<file path="config.mk">
export PLATFORM = sky130hd
export DESIGN_NAME = alu_issue_unit
export DESIGN_NICKNAME = d
export VERILOG_FILES = /design/src/rtl/alu_issue_unit.sv
export SDC_FILE = /design/constraint.sdc
export NUM_CORES = 1
export LEC_CHECK = 0
export BUFFER_PORTS_ARGS = -buffer_cell sky130_fd_sc_hd__buf_2
export CORE_MARGIN = 5
export CORE_UTILIZATION = 54
export CTS_CLUSTER_DIAMETER = 120
export DETAILED_ROUTE_END_ITERATION = 7
export GPL_TIMING_DRIVEN = 0
export PLACE_DENSITY = 0.85
export SLEW_MARGIN = 20
export SYNTH_ARGS = -nofsm -noshare
export SYNTH_HDL_FRONTEND = slang
export SYNTH_SLANG_ARGS = --single-unit
</file>
<file path="constraint.sdc">
create_clock -name clk -period 4.2 [get_ports clk]
set_clock_uncertainty 0.05 [all_clocks]
set_input_delay 0.42 -clock clk [delete_from_list [all_inputs] [get_ports clk]]
set_output_delay 0.42 -clock clk [all_outputs]
set_load 0.005 [all_outputs]
</file>
<file path="src/rtl/alu_issue_unit.sv">
// Four-state issue controller for the RV32I integer ALU: accepts an OP/OP-IMM word,
// drives ALU operand controls, captures the result and strobes a register-file write.
module alu_issue_unit #(
    parameter int REG_ADDR_WIDTH     = 5,
    parameter int RETIRE_COUNT_WIDTH = 32
) (
    input  logic                          clk,
    input  logic                          rst,
    input  logic                          instr_valid,
    input  logic [31:0]                   instr,
    output logic                          instr_ready,
    output logic [REG_ADDR_WIDTH-1:0]     register_read_addr_a,
    output logic [REG_ADDR_WIDTH-1:0]     register_read_addr_b,
    output logic                          alu_immediate_enable,
    output logic [31:0]                   immediate_data,
    output logic [3:0]                    operation,
    input  logic [31:0]                   alu_out,
    output logic                          register_write_enable,
    output logic [REG_ADDR_WIDTH-1:0]     register_write_addr,
    output logic [31:0]                   register_write_data,
    output logic                          illegal_instr,
    output logic [RETIRE_COUNT_WIDTH-1:0] retire_count
);

    localparam logic [1:0] IDLE      = 2'd0;
    localparam logic [1:0] DECODE    = 2'd1;
    localparam logic [1:0] EXECUTE   = 2'd2;
    localparam logic [1:0] WRITEBACK = 2'd3;

    localparam logic [6:0] OPC_OP     = 7'b0110011;
    localparam logic [6:0] OPC_OP_IMM = 7'b0010011;
    localparam logic [6:0] F7_ZERO    = 7'b0000000;
    localparam logic [6:0] F7_ALT     = 7'b0100000;

    logic [1:0]                    state_reg;
    logic [31:0]                   instr_reg;
    logic [REG_ADDR_WIDTH-1:0]     addr_a_reg;
    logic [REG_ADDR_WIDTH-1:0]     addr_b_reg;
    logic                          imm_en_reg;
    logic [31:0]                   imm_reg;
    logic [3:0]                    op_reg;
    logic [REG_ADDR_WIDTH-1:0]     wr_addr_reg;
    logic [31:0]                   wr_data_reg;
    logic                          illegal_reg;
    logic [RETIRE_COUNT_WIDTH-1:0] retire_reg;

    logic [6:0]                    opcode;
    logic [2:0]                    funct3;
    logic [6:0]                    funct7;
    logic [31:0]                   imm_i;
    logic                          legal_next;
    logic                          imm_en_next;
    logic [31:0]                   imm_next;
    logic [3:0]                    op_next;
    logic [REG_ADDR_WIDTH-1:0]     addr_b_next;

    assign opcode = instr_reg[6:0];
    assign funct3 = instr_reg[14:12];
    assign funct7 = instr_reg[31:25];

    // I-type immediate: low 12 bits from the word, upper bits replicate bit 31
    genvar gi;
    generate
        for (gi = 0; gi < 32; gi++) begin : g_imm_i
            if (gi < 12) begin : g_low
                assign imm_i[gi] = instr_reg[20+gi];
            end else begin : g_sign
                assign imm_i[gi] = instr_reg[31];
            end
        end
    endgenerate

    always_comb begin
        legal_next  = 1'b0;
        imm_en_next = 1'b0;
        imm_next    = 32'd0;
        op_next     = {1'b0, funct3};
        addr_b_next = REG_ADDR_WIDTH'(instr_reg[24:20]);
        if (opcode == OPC_OP) begin
            legal_next = (funct7 == F7_ZERO) ||
                         ((funct7 == F7_ALT) && ((funct3 == 3'b000) || (funct3 == 3'b101)));
            if ((funct3 == 3'b000) || (funct3 == 3'b101)) begin
                op_next[3] = instr_reg[30];
            end
        end else if (opcode == OPC_OP_IMM) begin
            imm_en_next = 1'b1;
            addr_b_next = '0;
            case (funct3)
                3'b001: begin
                    legal_next = (funct7 == F7_ZERO);
                    imm_next   = {27'd0, instr_reg[24:20]};
                end
                3'b101: begin
                    legal_next = (funct7 == F7_ZERO) || (funct7 == F7_ALT);
                    imm_next   = {27'd0, instr_reg[24:20]};
                    op_next[3] = instr_reg[30];
                end
                default: begin
                    legal_next = 1'b1;
                    imm_next   = imm_i;
                end
            endcase
        end
    end

    always_ff @(posedge clk) begin
        if (rst) begin
            state_reg   <= IDLE;
            instr_reg   <= 32'd0;
            addr_a_reg  <= '0;
            addr_b_reg  <= '0;
            imm_en_reg  <= 1'b0;
            imm_reg     <= 32'd0;
            op_reg      <= 4'd0;
            wr_addr_reg <= '0;
            wr_data_reg <= 32'd0;
            illegal_reg <= 1'b0;
            retire_reg  <= '0;
        end else begin
            illegal_reg <= 1'b0;
            case (state_reg)
                IDLE: begin
                    if (instr_valid) begin
                        instr_reg <= instr;
                        state_reg <= DECODE;
                    end
                end
                DECODE: begin
                    if (legal_next) begin
                        addr_a_reg  <= REG_ADDR_WIDTH'(instr_reg[19:15]);
                        addr_b_reg  <= addr_b_next;
                        imm_en_reg  <= imm_en_next;
                        imm_reg     <= imm_next;
                        op_reg      <= op_next;
                        wr_addr_reg <= REG_ADDR_WIDTH'(instr_reg[11:7]);
                        state_reg   <= EXECUTE;
                    end else begin
                        illegal_reg <= 1'b1;
                        state_reg   <= IDLE;
                    end
                end
                EXECUTE: begin
                    wr_data_reg <= alu_out;
                    state_reg   <= WRITEBACK;
                end
                WRITEBACK: begin
                    retire_reg <= retire_reg + RETIRE_COUNT_WIDTH'(1);
                    state_reg  <= IDLE;
                end
                default: state_reg <= IDLE;
            endcase
        end
    end

    assign instr_ready           = (state_reg == IDLE);
    assign register_read_addr_a  = addr_a_reg;
    assign register_read_addr_b  = addr_b_reg;
    assign alu_immediate_enable  = imm_en_reg;
    assign immediate_data        = imm_reg;
    assign operation             = op_reg;
    // x0 is never written, but the instruction still retires
    assign register_write_enable = (state_reg == WRITEBACK) && (wr_addr_reg != '0);
    assign register_write_addr   = wr_addr_reg;
    assign register_write_data   = wr_data_reg;
    assign illegal_instr         = illegal_reg;
    assign retire_count          = retire_reg;

endmodule

</file>
======== Word-level counts from Yosys, hierarchy flattened ========
Index checks and enable logic that the tools add are counted.
cells by class
  add/sub/neg operators ................... 1
  equality and inequality tests ........... 9
  multiplexer cells ....................... 18
  bitwise logic cells ..................... 1
  reduce and logical (&&, ||, !) cells .... 13
operator list
  cell                   number
  $mux 32                3
  $add 32x1->32 const B  1
  $eq 7x6->1 const B     2
  $mux 5                 2
  $mux 1                 9
  $pmux 2 s4             1
  $eq 7x5->1 const B     1
  $logic_not 7->1        1
  $reduce_bool 5->1      1
  $eq 2x2->1 const B     2
  $mux 2                 2
  $reduce_and 2->1       2
  $reduce_or 2->1        2
  $eq 3x1->1 const B     1
  $eq 3x3->1 const B     1
  $logic_not 3->1        1
  $logic_or 1x1->1       3
  $eq 2x1->1 const B     1
  $logic_and 1x1->1      2
  $logic_not 2->1        1
  $ne 2x2->1 const B     1
  $pmux 1 s2             1
  $not 1->1              1
word-level totals
  bits in registers ....................... 151
  bits of input ports ..................... 67
  word-level logic and storage cells ...... 53

======== Longest topological paths before layout ========
  word-level depth ........................ 7
  gate-level depth with buffers ........... 8

======== Worst setup path before layout ========
OpenSTA, ideal clock, no wires.
  kind .................................... register to register
  from .................................... register instr_reg[25]
  to ...................................... register op_reg[0] (netlist: operation[0])
  arrival ................................. 1857 ps
  required time ........................... 4032 ps
  setup slack ............................. 2175 ps
  stages on the path, launching flop included .. 9
  buffers on the path ..................... 3
  path through ............................ dfxtp_1 > nor4_2 > a31oi_1 > or4_1 > buf_6 > and2_4 > buf_6 > buf_12 > mux2i_1
on the way
  word-level cells in the longest chain between the ends .. 6
  elaborated cells on any way between the ends .. 9
RTL lines
  item                                           RTL line  source
  start: declaration                             36        logic [31:0] instr_reg;
  start signal: assignment                       124       instr_reg <= instr;
  $eq 7x6->1 or $logic_not 7->1 (tied branches)  -
  $logic_or 1x1->1                               94        legal_next = (funct7 == F7_ZERO) || (funct7 == F7_ALT);
  $pmux 1 s2                                     88        case (funct3)
  $mux 1                                         85        end else if (opcode == OPC_OP_IMM) begin
  $mux 1 *                                       79        if (opcode == OPC_OP) begin
  $reduce_and 2->1 (no source line) *            -
  end signal: assignment                         134       op_reg <= op_next;
  end: declaration                               41        logic [3:0] op_reg;
Mark *: on every way between the ends. The rest lies on a longest branch, timed or not.
A chain may end at the register's enable or synchronous reset.

======== Final worst setup path ========
  from .................................... register instr_reg[2]
  to ...................................... register imm_reg[5] (netlist: immediate_data[5])
on the way
  word-level cells in the longest chain between the ends .. 4
  elaborated cells on any way between the ends .. 7
RTL lines
  item                               RTL line  source
  $eq 7x5->1                         85
  $mux 1                             85
  $mux 1                             79
  $reduce_and 2->1 (no source line)  -
  end signal: assignment             133       imm_reg <= imm_next;
  end: declaration                   40        logic [31:0] imm_reg;
Parallel ways exist; a longest one is shown, timed or not.

==> flow_metrics.tcl <==
set metrics [dict create \
    clockBufferDepth 2 \
    vias_per_cell 5.089 \
    synth_flop_cell "dfxtp_1" \
    routedWlPerCell_um 14.57 \
    dieArea_um2 11920 \
    worstHoldPathType "input port to register" \
    path_cells "nor4b_2, nand3_1, or4_1, buf_6, nand2_2, buf_4, mux2i_1" \
    postRouteWirelength_mm 14.22 \
    synth_nets 696 \
    path_class "register to register" \
    die_width_um 109.2 \
    fin_crit_sh_pct 55.57 \
    syn_inst 628 \
    worst_slew_pin_slew_ns 0.6444 \
    num_rows 36 \
    cp_max_fo 10 \
    port_buffers 184 \
    grt.overflow.total 0 \
    postCtsSetupBuffers 0 \
    worst_ep_arrival_time_ns 2.73 \
    drt-initial-drc-count 238 \
    grt_max_degree 23 \
    antenna_cells 0 \
    drv_cap 0 \
    maxSlewHeadroom_pct 56.98 \
    grt_pass1_wl_mm 22.76 \
    rsz0062_at_grt "false" \
    crit_slowest_cell "or4_1" \
    htreeDepth 4 \
    synth_cell_types 37 \
    cts_buffers 17 \
    grt_pass1_vias 4905 \
    nets 899 \
    ant_nets 0 \
    grt_usage_pct 24.49 \
    final_cell_mix "buf_2, nand2_1, dfxtp_1" \
    path_buf_inv 2 \
    critPathLaunchType "register" \
    slew_violations 0 \
    clock-root-buffer "clkbuf_8" \
    power.leakage_nw 3.151 \
    holdBufCountCts 0 \
    cts_tree "done" \
    placeableCoreArea_um2 9684 \
    seq_area_frac_synth_pct 49.35 \
    setup_viol 0 \
    dp_hpwl_mm 10.52 \
    final-instance-count-excl-fill 976 \
    cts.sink_count 131 \
    drt-pass1-iter-count 5 \
    finalHoldViolations 0 \
    initial_utilization_pct 54.87 \
    design_area_um2 6945 \
    final_common_cell "buf_2" \
    p_per_area_nw_per_um2 395.3 \
    period_minus_slack_ns 2.334 \
    required_ns 4.60 \
    fmax_ghz 0.4285 \
    gp_congestion 0.8654 \
    netlist_area_um2 5314 \
    drc_errors 0 \
    crit_path_end_kind "register" \
    dp_cells 945 \
    die_y_um 109.2 \
    yosys_warnings 0 \
    ios 186 \
    ys_ff_latch 131 \
    postSynth.asyncResetShare_pct 0 \
    antenna_found_initial 1 \
    clkSlewWorstSetupHoldPaths_ns 0.06 \
    ir_drop_mv 0.2554 \
    hold_ws_ns 0.07638 \
    status "completed" \
    crit_family "simple AND/OR/NAND/NOR gates" \
    cts.repair.resized 0 \
    drive_gt1_share_pct 28.59 \
    placed_area_um2 6407 \
    area_delta_synth_final_pct 30.70 \
    vias 4967 \
    avgSynthCellArea_um2 8.462 \
    synth-edff-count 0 \
    setup_tns_ns 0 \
    max_stage_delay_ns 0.53 \
    worstSkewPairLatency_ns 0.53 \
]
power by group:
| part | total [mW] | internal, mW | switching, mW |
|---|---|---|---|
| Sequential | 1.28 | 1.26 | 0.0138 |
| Combinational | 0.122 | 0.0525 | 0.0698 |
| Clock | 1.35 | 0.840 | 0.506 |
metal layers:
layer	GRT usage [%]	routed length (um)	vias up	share of wire, %
met5	0	13	-	0.091
met4	9.172	209	2	1.5
met3	9.355	1316	22	9.3
met2	43.03	7093	197	50
met1	26.71	5586	2298	39
li1	-	-	2448	-
worst reg2reg max path: stages (launching register included):
cell	delay (ns)
dfxtp_1	0.32
nor4b_2	0.38
nand3_1	0.22
or4_1	0.53
buf_6	0.16
nand2_2	0.14
buf_4	0.24
mux2i_1	0.21
cell usage after synthesis (2+ instances only):
library cell	instances	area share, %
xor2_1	23	3.8
o21ai_0	2	0.19
nand3_1	14	1.3
buf_4	21	3.0
buf_1	2	0.14
dfxtp_1	131	49
nor2_1	39	2.8
or4_1	2	0.28
o32ai_1	10	1.6
clkbuf_1	35	2.5
nand2b_1	44	5.2
nand4_1	11	1.3
mux2i_1	21	4.0
and4_1	4	0.66
nor2b_1	2	0.24
and3_1	10	1.2
buf_6	2	0.42
a21oi_1	70	6.6
xnor2_1	7	1.2
nor3_1	6	0.57
inv_1	11	0.78
nand2_1	146	10
cell families after synthesis:
group / share of synthesized area [%]
simple gates: 25.34
flops: 49.35
compound gates: 8.712
buf+inv: 7.252
xor+xnor: 4.945
mux: 4.168
fa+ha+maj: 0.2354
metrics by stage:
stage | utilization, % | setup slack, ns | power, mW
after floorplan | - | 2.175 | 1.367
after global placement | 66.10 | 1.929 | 1.420
after detailed placement | 66.16 | 1.918 | 1.425
after CTS | 71.72 | 1.893 | 2.759
after global routing | 71.72 | 1.689 | 2.848
final | 71.72 | 1.866 | 2.745
final cells by class:
class	count	area [um^2]
Buffer	62	344.1
Multi-Input combinational cell	424	2312
Fill cell	745	2739
Tap cell	133	166.4
Inverter	11	41.29
Clock buffer	26	488.0
Sequential cell	131	2623
Timing Repair Buffer	184	920.9
Clock inverter	5	50.05
worst paths after layout:
| path | slack (ns) | endpoint | cells past startpoint | start |
|---|---|---|---|---|
| setup / recovery | 1.87 | immediate_data[5] | 7 | instr_reg[2] |
| hold / removal | 0.08 | register_write_data[28] | 3 | alu_out[28] |
| setup reg to reg | 1.87 | immediate_data[5] | 7 | instr_reg[2] |
| hold reg to reg | 0.40 | register_write_data[9] | 2 | register_write_data[9] |
Power figures use the tool's default switching activity.
